$ cat config.mk
export PLATFORM = sky130hd
export DESIGN_NAME = chimpo_control
export DESIGN_NICKNAME = d
export VERILOG_FILES = /design/src/rtl/chimpo_pkg.sv /design/src/rtl/chimpo_control.sv
export SDC_FILE = /design/constraint.sdc
export NUM_CORES = 1
export LEC_CHECK = 0
export ABC_AREA = 0
export CAP_MARGIN = 10
export CORE_MARGIN = 4
export CORE_UTILIZATION = 43
export DETAILED_ROUTE_END_ITERATION = 8
export GPL_TIMING_DRIVEN = 0
export PLACE_DENSITY = 0.85
export SLEW_MARGIN = 5
export SYNTH_ARGS = -nofsm -noshare
export SYNTH_HDL_FRONTEND = slang
export SYNTH_SLANG_ARGS = --single-unit
$ cat constraint.sdc
create_clock -name CLK -period 1.8 [get_ports CLK]
set_input_delay 0.27 -clock CLK [delete_from_list [all_inputs] [get_ports CLK]]
set_output_delay 0.27 -clock CLK [all_outputs]
set_load 0.01 [all_outputs]
$ cat src/rtl/chimpo_pkg.sv
`default_nettype none
// ============================================================================
// Module   : chimpo_pkg
// Purpose  : Shared encodings for the Chimpo 16-bit multicycle control unit.
// Revision : 1.0 - initial release
// ============================================================================
package chimpo_pkg;

    typedef enum logic [3:0] {
        S_FETCH  = 4'h0,
        S_DECODE = 4'h1,
        S_MEMADR = 4'h2,
        S_MEMRD  = 4'h3,
        S_MEMWB  = 4'h4,
        S_MEMWR  = 4'h5,
        S_REX    = 4'h6,
        S_RWB    = 4'h7,
        S_IEX    = 4'h8,
        S_IWB    = 4'h9,
        S_BR     = 4'hA,
        S_JMP    = 4'hB,
        S_JAL    = 4'hC,
        S_HALT   = 4'hE,
        S_ERROR  = 4'hF
    } state_t;

    localparam logic [3:0] C_OP_ADD  = 4'h0;
    localparam logic [3:0] C_OP_SUB  = 4'h1;
    localparam logic [3:0] C_OP_AND  = 4'h2;
    localparam logic [3:0] C_OP_OR   = 4'h3;
    localparam logic [3:0] C_OP_SLT  = 4'h4;
    localparam logic [3:0] C_OP_ADDI = 4'h5;
    localparam logic [3:0] C_OP_LW   = 4'h6;
    localparam logic [3:0] C_OP_SW   = 4'h7;
    localparam logic [3:0] C_OP_BEQ  = 4'h8;
    localparam logic [3:0] C_OP_BNE  = 4'h9;
    localparam logic [3:0] C_OP_JMP  = 4'hA;
    localparam logic [3:0] C_OP_JAL  = 4'hB;
    localparam logic [3:0] C_OP_HALT = 4'hF;

    localparam logic [2:0] C_ALU_ADD = 3'd0;
    localparam logic [2:0] C_ALU_SUB = 3'd1;
    localparam logic [2:0] C_ALU_AND = 3'd2;
    localparam logic [2:0] C_ALU_OR  = 3'd3;
    localparam logic [2:0] C_ALU_SLT = 3'd4;

    localparam logic [2:0] C_SRCB_REGB = 3'd0;
    localparam logic [2:0] C_SRCB_STEP = 3'd1;
    localparam logic [2:0] C_SRCB_IMM  = 3'd2;
    localparam logic [2:0] C_SRCB_IMM2 = 3'd3;

    localparam logic [1:0] C_PCSRC_ALU    = 2'd0;
    localparam logic [1:0] C_PCSRC_ALUOUT = 2'd1;
    localparam logic [1:0] C_PCSRC_JUMP   = 2'd2;

    localparam logic [1:0] C_MADDR_PC     = 2'd0;
    localparam logic [1:0] C_MADDR_ALUOUT = 2'd1;

    localparam logic [1:0] C_RDST_RD   = 2'd0;
    localparam logic [1:0] C_RDST_RT   = 2'd1;
    localparam logic [1:0] C_RDST_LINK = 2'd2;

    localparam logic [1:0] C_M2R_ALUOUT = 2'd0;
    localparam logic [1:0] C_M2R_MDR    = 2'd1;
    localparam logic [1:0] C_M2R_PC     = 2'd2;

endpackage : chimpo_pkg
`default_nettype wire

$ cat src/rtl/chimpo_control.sv
`default_nettype none
// ============================================================================
// Module   : chimpo_control
// Purpose  : Moore multicycle control FSM driving the Chimpo datapath selects.
// Revision : 1.0 - initial release
// ============================================================================
module chimpo_control
    import chimpo_pkg::*;
#(
    parameter int PC_STEP = 2
) (
    input  logic       CLK,
    input  logic       reset,
    input  logic [3:0] Op,
    input  logic       alu_zero,
    input  logic       mem_err,
    output logic       PCWrite,
    output logic       IRWrite,
    output logic       MemRead,
    output logic       MemWrite,
    output logic [1:0] MemAddr,
    output logic       ALUSrcA,
    output logic [2:0] ALUSrcB,
    output logic [2:0] aluOpOut,
    output logic [1:0] PCSource,
    output logic       RegWrite,
    output logic [1:0] RegDst,
    output logic [1:0] MemtoReg,
    output logic [3:0] current_state,
    output logic       halted
);

    if (PC_STEP <= 0) begin : g_bad_step
        $error("chimpo_control: PC_STEP must be positive");
    end

    state_t     r_state;
    state_t     w_next_state;
    logic       r_is_bne;
    logic [2:0] r_rex_op;

    // Branch polarity and R-type function are latched in DECODE so later states never look at Op.
    always_ff @(posedge CLK or negedge reset) begin
        if (!reset) begin
            r_state  <= S_FETCH;
            r_is_bne <= 1'b0;
            r_rex_op <= C_ALU_ADD;
        end else begin
            r_state <= w_next_state;
            if (r_state == S_DECODE) begin
                r_is_bne <= (Op == C_OP_BNE);
                r_rex_op <= Op[2:0];
            end
        end
    end

    always_comb begin
        w_next_state = r_state;
        case (r_state)
            S_FETCH:  w_next_state = S_DECODE;
            S_DECODE: begin
                case (Op)
                    C_OP_ADD, C_OP_SUB, C_OP_AND,
                    C_OP_OR, C_OP_SLT:          w_next_state = S_REX;
                    C_OP_ADDI:                  w_next_state = S_IEX;
                    C_OP_LW, C_OP_SW:           w_next_state = S_MEMADR;
                    C_OP_BEQ, C_OP_BNE:         w_next_state = S_BR;
                    C_OP_JMP:                   w_next_state = S_JMP;
                    C_OP_JAL:                   w_next_state = S_JAL;
                    C_OP_HALT:                  w_next_state = S_HALT;
                    default:                    w_next_state = S_ERROR;
                endcase
            end
            S_MEMADR: w_next_state = (Op == C_OP_SW) ? S_MEMWR : S_MEMRD;
            S_MEMRD:  w_next_state = S_MEMWB;
            S_REX:    w_next_state = S_RWB;
            S_IEX:    w_next_state = S_IWB;
            S_MEMWB, S_MEMWR, S_RWB, S_IWB,
            S_BR, S_JMP, S_JAL:   w_next_state = S_FETCH;
            S_HALT:   w_next_state = S_HALT;
            S_ERROR:  w_next_state = S_ERROR;
            default:  w_next_state = S_ERROR;
        endcase
        if (mem_err && ((r_state == S_FETCH) || (r_state == S_MEMRD) || (r_state == S_MEMWR))) begin
            w_next_state = S_ERROR;
        end
    end

    always_comb begin
        PCWrite  = 1'b0;
        IRWrite  = 1'b0;
        MemRead  = 1'b0;
        MemWrite = 1'b0;
        MemAddr  = C_MADDR_PC;
        ALUSrcA  = 1'b0;
        ALUSrcB  = C_SRCB_REGB;
        aluOpOut = C_ALU_ADD;
        PCSource = C_PCSRC_ALU;
        RegWrite = 1'b0;
        RegDst   = C_RDST_RD;
        MemtoReg = C_M2R_ALUOUT;
        case (r_state)
            S_FETCH: begin
                MemRead = 1'b1;
                IRWrite = 1'b1;
                ALUSrcB = C_SRCB_STEP;
                PCWrite = 1'b1;
            end
            S_DECODE: ALUSrcB = C_SRCB_IMM2;
            S_MEMADR, S_IEX: begin
                ALUSrcA = 1'b1;
                ALUSrcB = C_SRCB_IMM;
            end
            S_MEMRD: begin
                MemRead = 1'b1;
                MemAddr = C_MADDR_ALUOUT;
            end
            S_MEMWB: begin
                RegWrite = 1'b1;
                RegDst   = C_RDST_RT;
                MemtoReg = C_M2R_MDR;
            end
            S_MEMWR: begin
                MemWrite = 1'b1;
                MemAddr  = C_MADDR_ALUOUT;
            end
            S_REX: begin
                ALUSrcA  = 1'b1;
                aluOpOut = r_rex_op;
            end
            S_RWB: RegWrite = 1'b1;
            S_IWB: begin
                RegWrite = 1'b1;
                RegDst   = C_RDST_RT;
            end
            S_BR: begin
                ALUSrcA  = 1'b1;
                aluOpOut = C_ALU_SUB;
                PCSource = C_PCSRC_ALUOUT;
                PCWrite  = r_is_bne ? ~alu_zero : alu_zero;
            end
            S_JMP: begin
                PCSource = C_PCSRC_JUMP;
                PCWrite  = 1'b1;
            end
            S_JAL: begin
                PCSource = C_PCSRC_JUMP;
                PCWrite  = 1'b1;
                RegWrite = 1'b1;
                RegDst   = C_RDST_LINK;
                MemtoReg = C_M2R_PC;
            end
            default: ;
        endcase
        // Strobes die the instant reset asserts, ahead of the state register update.
        if (!reset) begin
            PCWrite  = 1'b0;
            IRWrite  = 1'b0;
            MemRead  = 1'b0;
            MemWrite = 1'b0;
            RegWrite = 1'b0;
        end
    end

    assign current_state = r_state;
    assign halted        = (r_state == S_HALT) || (r_state == S_ERROR);

endmodule : chimpo_control
`default_nettype wire

# After elaboration in Yosys (flattened, before gate mapping)
# Memories as Yosys holds them, arrays and structs flattened.
# Index checks and enable logic that the tools add are counted.
word_totals:
  mem_bits_ro: 64
  input_bits: 8
  ff_bits: 8
  n_memories: 1
classes:
  n_mux: 21
  bitwise_logic: 1
  eq_ne: 16
  n_reduce_logical: 14
memory_table:
  columns: ["memory", "words", "width", "read_ports", "rd_clocked_by_memory_dff", "wr", "line", "source"]
  rows:
  - ["(name not given)", 16, 4, 1, 0, 0, "chimpo_control.sv:62", "case (Op)"]
op_table:
  columns: ["cell", "n"]
  rows:
  - ["$eq 4x4->1 const B", 8]
  - ["$pmux 4 s8", 1]
  - ["$eq 4x3->1 const B", 5]
  - ["$mux 1", 12]
  - ["$pmux 2 s2", 3]
  - ["$reduce_or 2->1", 5]
  - ["$eq 4x2->1 const B", 2]
  - ["$reduce_or 4->1", 2]
  - ["$reduce_or 7->1", 1]
  - ["$pmux 2 s3", 1]
  - ["$pmux 3 s2", 1]
  - ["$eq 4x1->1 const B", 1]
  - ["$logic_not 4->1", 1]
  - ["$mux 4", 1]
  - ["$logic_or 1x1->1", 3]
  - ["$mux 3", 1]
  - ["$reduce_or 3->1", 1]
  - ["$pmux 1 s2", 1]
  - ["$logic_and 1x1->1", 1]
  - ["$not 1->1", 1]

# Longest topological paths before layout
depth:
  ltp_word: 5
  depth_mapped: 5

# Worst setup path before layout
# Ideal clock, no wire load.
synth_path:
  path_kind: "register -> output"
  startpoint: "reg r_state[0], in the netlist current_state[0]"
  endpoint: "out PCWrite"
  setup_slack_ns: 0.279
  arrival_ns: 1.251
  path_buffers: 1
  stages_incl_launch_ff: 5
  cell_sequence: "dfrtp_1 -> buf_6 -> nor2_1 -> and3_1 -> o21a_1"
synth_between:
  elab_chain_cells: 4
synth_lines:
  columns: ["element", "line", "source"]
  rows:
  - ["from (decl)", "chimpo_control.sv:37", "state_t r_state;"]
  - ["from (signal assigned)", "chimpo_control.sv:49", "r_state <= w_next_state;"]
  - ["$eq 4x4->1 or $logic_not 4->1 (tied branches)", "chimpo_control.sv:102", "case (r_state)"]
  - ["$reduce_or 3->1 (no source line)", null, null]
  - ["$pmux 1 s2 *", "chimpo_control.sv:102", null]
  - ["$mux 1 *", "chimpo_control.sv:156", "if (!reset) begin"]
  - ["to (decl)", "chimpo_control.sv:17", "output logic PCWrite,"]
# Mark *: on every way between the ends. The rest lies on a longest branch, timed or not.

# Worst setup path in the final report
layout_path:
  startpoint: "reg r_state[1], in the netlist current_state[1]"
  endpoint: "out PCWrite"
# The elaborated chain is that of the path after synthesis.

==> results.json <==
{
  "drc": 0,
  "yosysTopAreaCell": "dfrtp_1",
  "dp_slack_ps": -505.8,
  "yosysUniqueCellTypes": 42,
  "io_buffers": 29,
  "rr_worst_depth": 5,
  "clk_pin_slew_worst_paths_ps": 60,
  "worstSetupPathType": "flop to output port",
  "grt_usage_pct": 19.99,
  "run_status": "finished with violations",
  "synthFlopType": "dfrtp_1",
  "gp_congestion": 0.8678,
  "dieArea_mm2": 0.002730,
  "grt_setup_unrepaired": "true",
  "drtIter0Drc": 19,
  "final_net_count": 160,
  "core.rowCount": 15,
  "synth_area_um2": 842.1,
  "synth.yosys.warnings": 0,
  "drv_slew": 0,
  "reg2reg_slack_ps": 280,
  "finalCritPeriodShare_pct": 101.4,
  "cts_buffers": 3,
  "place_hpwl_mm": 1.744,
  "hold_viol_final": 0,
  "grt_max_degree": 12,
  "clk_latency_ps": 270,
  "layout_setup_ws_ps": -25.16,
  "diodes": 0,
  "synth-edff-count": 0,
  "syn_avg_cell_area_um2": 7.870,
  "antenna_found_initial": 0,
  "p_leak_uw": 0.0006163,
  "place_inst": 162,
  "vias": 961,
  "io_pins": 33,
  "syn_inst": 107,
  "finalNonFillerCells": 175,
  "final.setup_skew_ps": 11.02,
  "synth-async-reset-ratio_pct": 100.0,
  "synth-seq-cells": 8,
  "violations": "setup timing",
  "fp.dieH_um": 52.25,
  "final_core_util_pct": 71.93,
  "p_total_uw": 2401,
  "synth_top_area_share_pct": 23.77,
  "synthTopCellsByArea": "dfrtp_1 24%, a21oi_1 5.9%, mux2_2 5.3%, and3_1 4.5%, nor2_1 4.5%",
  "grt_pass1_vias": 865,
  "synth_commonest_cells": "10 x a21oi_1, 10 x nor2_1, 8 x dfrtp_1, 8 x nand2_1, 6 x and3_1",
  "overflow": 0,
  "period_minus_slack_ps": 1825,
  "cts_tree": "yes",
  "start_kind": "flop",
  "cts-hold-fix-buffers": 0,
  "setup_viol": 1,
  "irDropWorstVdd_uv": 1170,
  "floorplan.core_area_mm2": 0.001783,
  "critPathCaptureType": "output port",
  "ant_nets": 0,
  "cts_buffer_depth": 2,
  "die_w_um": 52.25,
  "p_per_area_mw_per_mm2": 1872,
  "min-delay-path-class": "input pin to asynchronous set/reset pin",
  "htreeDepth": 1,
  "wl_mm": 2.577,
  "dpl_cell_area_mm2": 0.001167,
  "drv_cap": 0,
  "dr.pass1.iters": 5,
  "initial_core_util_pct": 47.23,
  "design_area_mm2": 0.001282,
  "drive_gt1_share_pct": 40.67,
  "ys_seq_area_share_pct": 23.77,
  "avgViaCountPerCell": 5.491,
  "wl_per_cell_um": 14.73,
  "grt_first_pass_wirelength_mm": 4.029,
  "crit_required_ps": 1530,
  "cts_sinks": 8,
  "path_max_fanout": 7,
  "fmax_mhz": 547.9,
  "area_delta_synth_final_pct": 52.30,
  "crit_arrival_ps": 1560,
  "clock-root-buffer": "clkbuf_4"
}
[critical path, stage by stage, from the launching register on]
cell	delay, ps
dfrtp_1	400
buf_6	150
or3_4	370
a21oi_2	120
o21a_1	120
buf_2	130
[layer usage]
layer  track usage [%]  routed length (um)
met3             1.994                 137
met2             37.03                1337
met5                 0                   0
met4             6.809                  43
met1             23.72                1058
[logic make-up (layout without fill, tap and decap cells)]
kind of cell | after synthesis | after routing | synth area share, %
compound gates | 27 | 27 | 20.66
simple gates | 47 | 47 | 31.21
xor+xnor | 4 | 4 | 5.053
other cells | 1 | 2 | 0.4453
mux | 6 | 6 | 7.726
flops | 8 | 8 | 23.77
buf+inv | 14 | 56 | 11.14
[power breakdown]
| group | internal (uW) | switching, uW | total (uW) | leakage [uW] |
|---|---|---|---|---|
| sequential | 278 | 77.6 | 355 | 0.0000959 |
| clock | 77.0 | 70.6 | 148 | 0.0000138 |
| combinational | 948 | 950 | 1900 | 0.000507 |
[sequential cells by signal, summed over array words and instances (netlist names)]
register,flops
current_state,4
r_rex_op,3
r_is_bne,1
[final timing paths]
path | start | endpoint
worst max-delay path | current_state[1] | PCWrite
worst min-delay path | reset | current_state[3]
worst max register to register | current_state[2] | r_rex_op[2]
worst min register to register | r_rex_op[1] | r_rex_op[1]
max in group asynchronous | reset | current_state[0]
min in group CLK | Op[0] | r_rex_op[0]
[area by class of cell]
cell class	instances	area [um^2]
Tap cell	25	31.28
Multi-Input combinational cell	86	609.3
Inverter	3	11.26
Buffer	11	95.09
Sequential cell	8	202.7
Clock buffer	3	22.52
Timing Repair Buffer	39	310.3
Fill cell	134	500.5
[per-stage QoR]
stage,hold slack [ps],TNS [ps]
after floorplan,-25.59,0
after global placement,482.9,-2429
after detailed placement,493.0,-2580
after CTS,56.65,0
after global routing,76.50,-111.8
final,51.91,-25.16
[timing repair]
item	CTS	global route
buffers inserted	9	1
resized for setup	59	20
pin swaps	2	0
setup endpoints to repair	19	15
[placed cells by master, fill, tap and decap left out, drive strengths merged, types with 2 or more instances in the layout]
master,Yosys,layout
xor2,3,3
inv,3,3
mux2,4,4
a21oi,10,10
conb,1,2
clkdlybuf4s15,0,2
clkdlybuf4s50,0,9
a31oi,3,3
nand2b,3,3
and3,6,6
nor2,11,11
buf,11,29
nand3b,2,2
dlygate4sd2,0,5
or2,2,2
and2,2,2
mux2i,2,2
or2b,2,2
o21ai,5,5
nor2b,3,3
o2bb2ai,2,2
nand3,2,2
dfrtp,8,8
nand2,8,8
a31o,2,2
clkbuf,0,8
(Power assumes the default switching activity.)
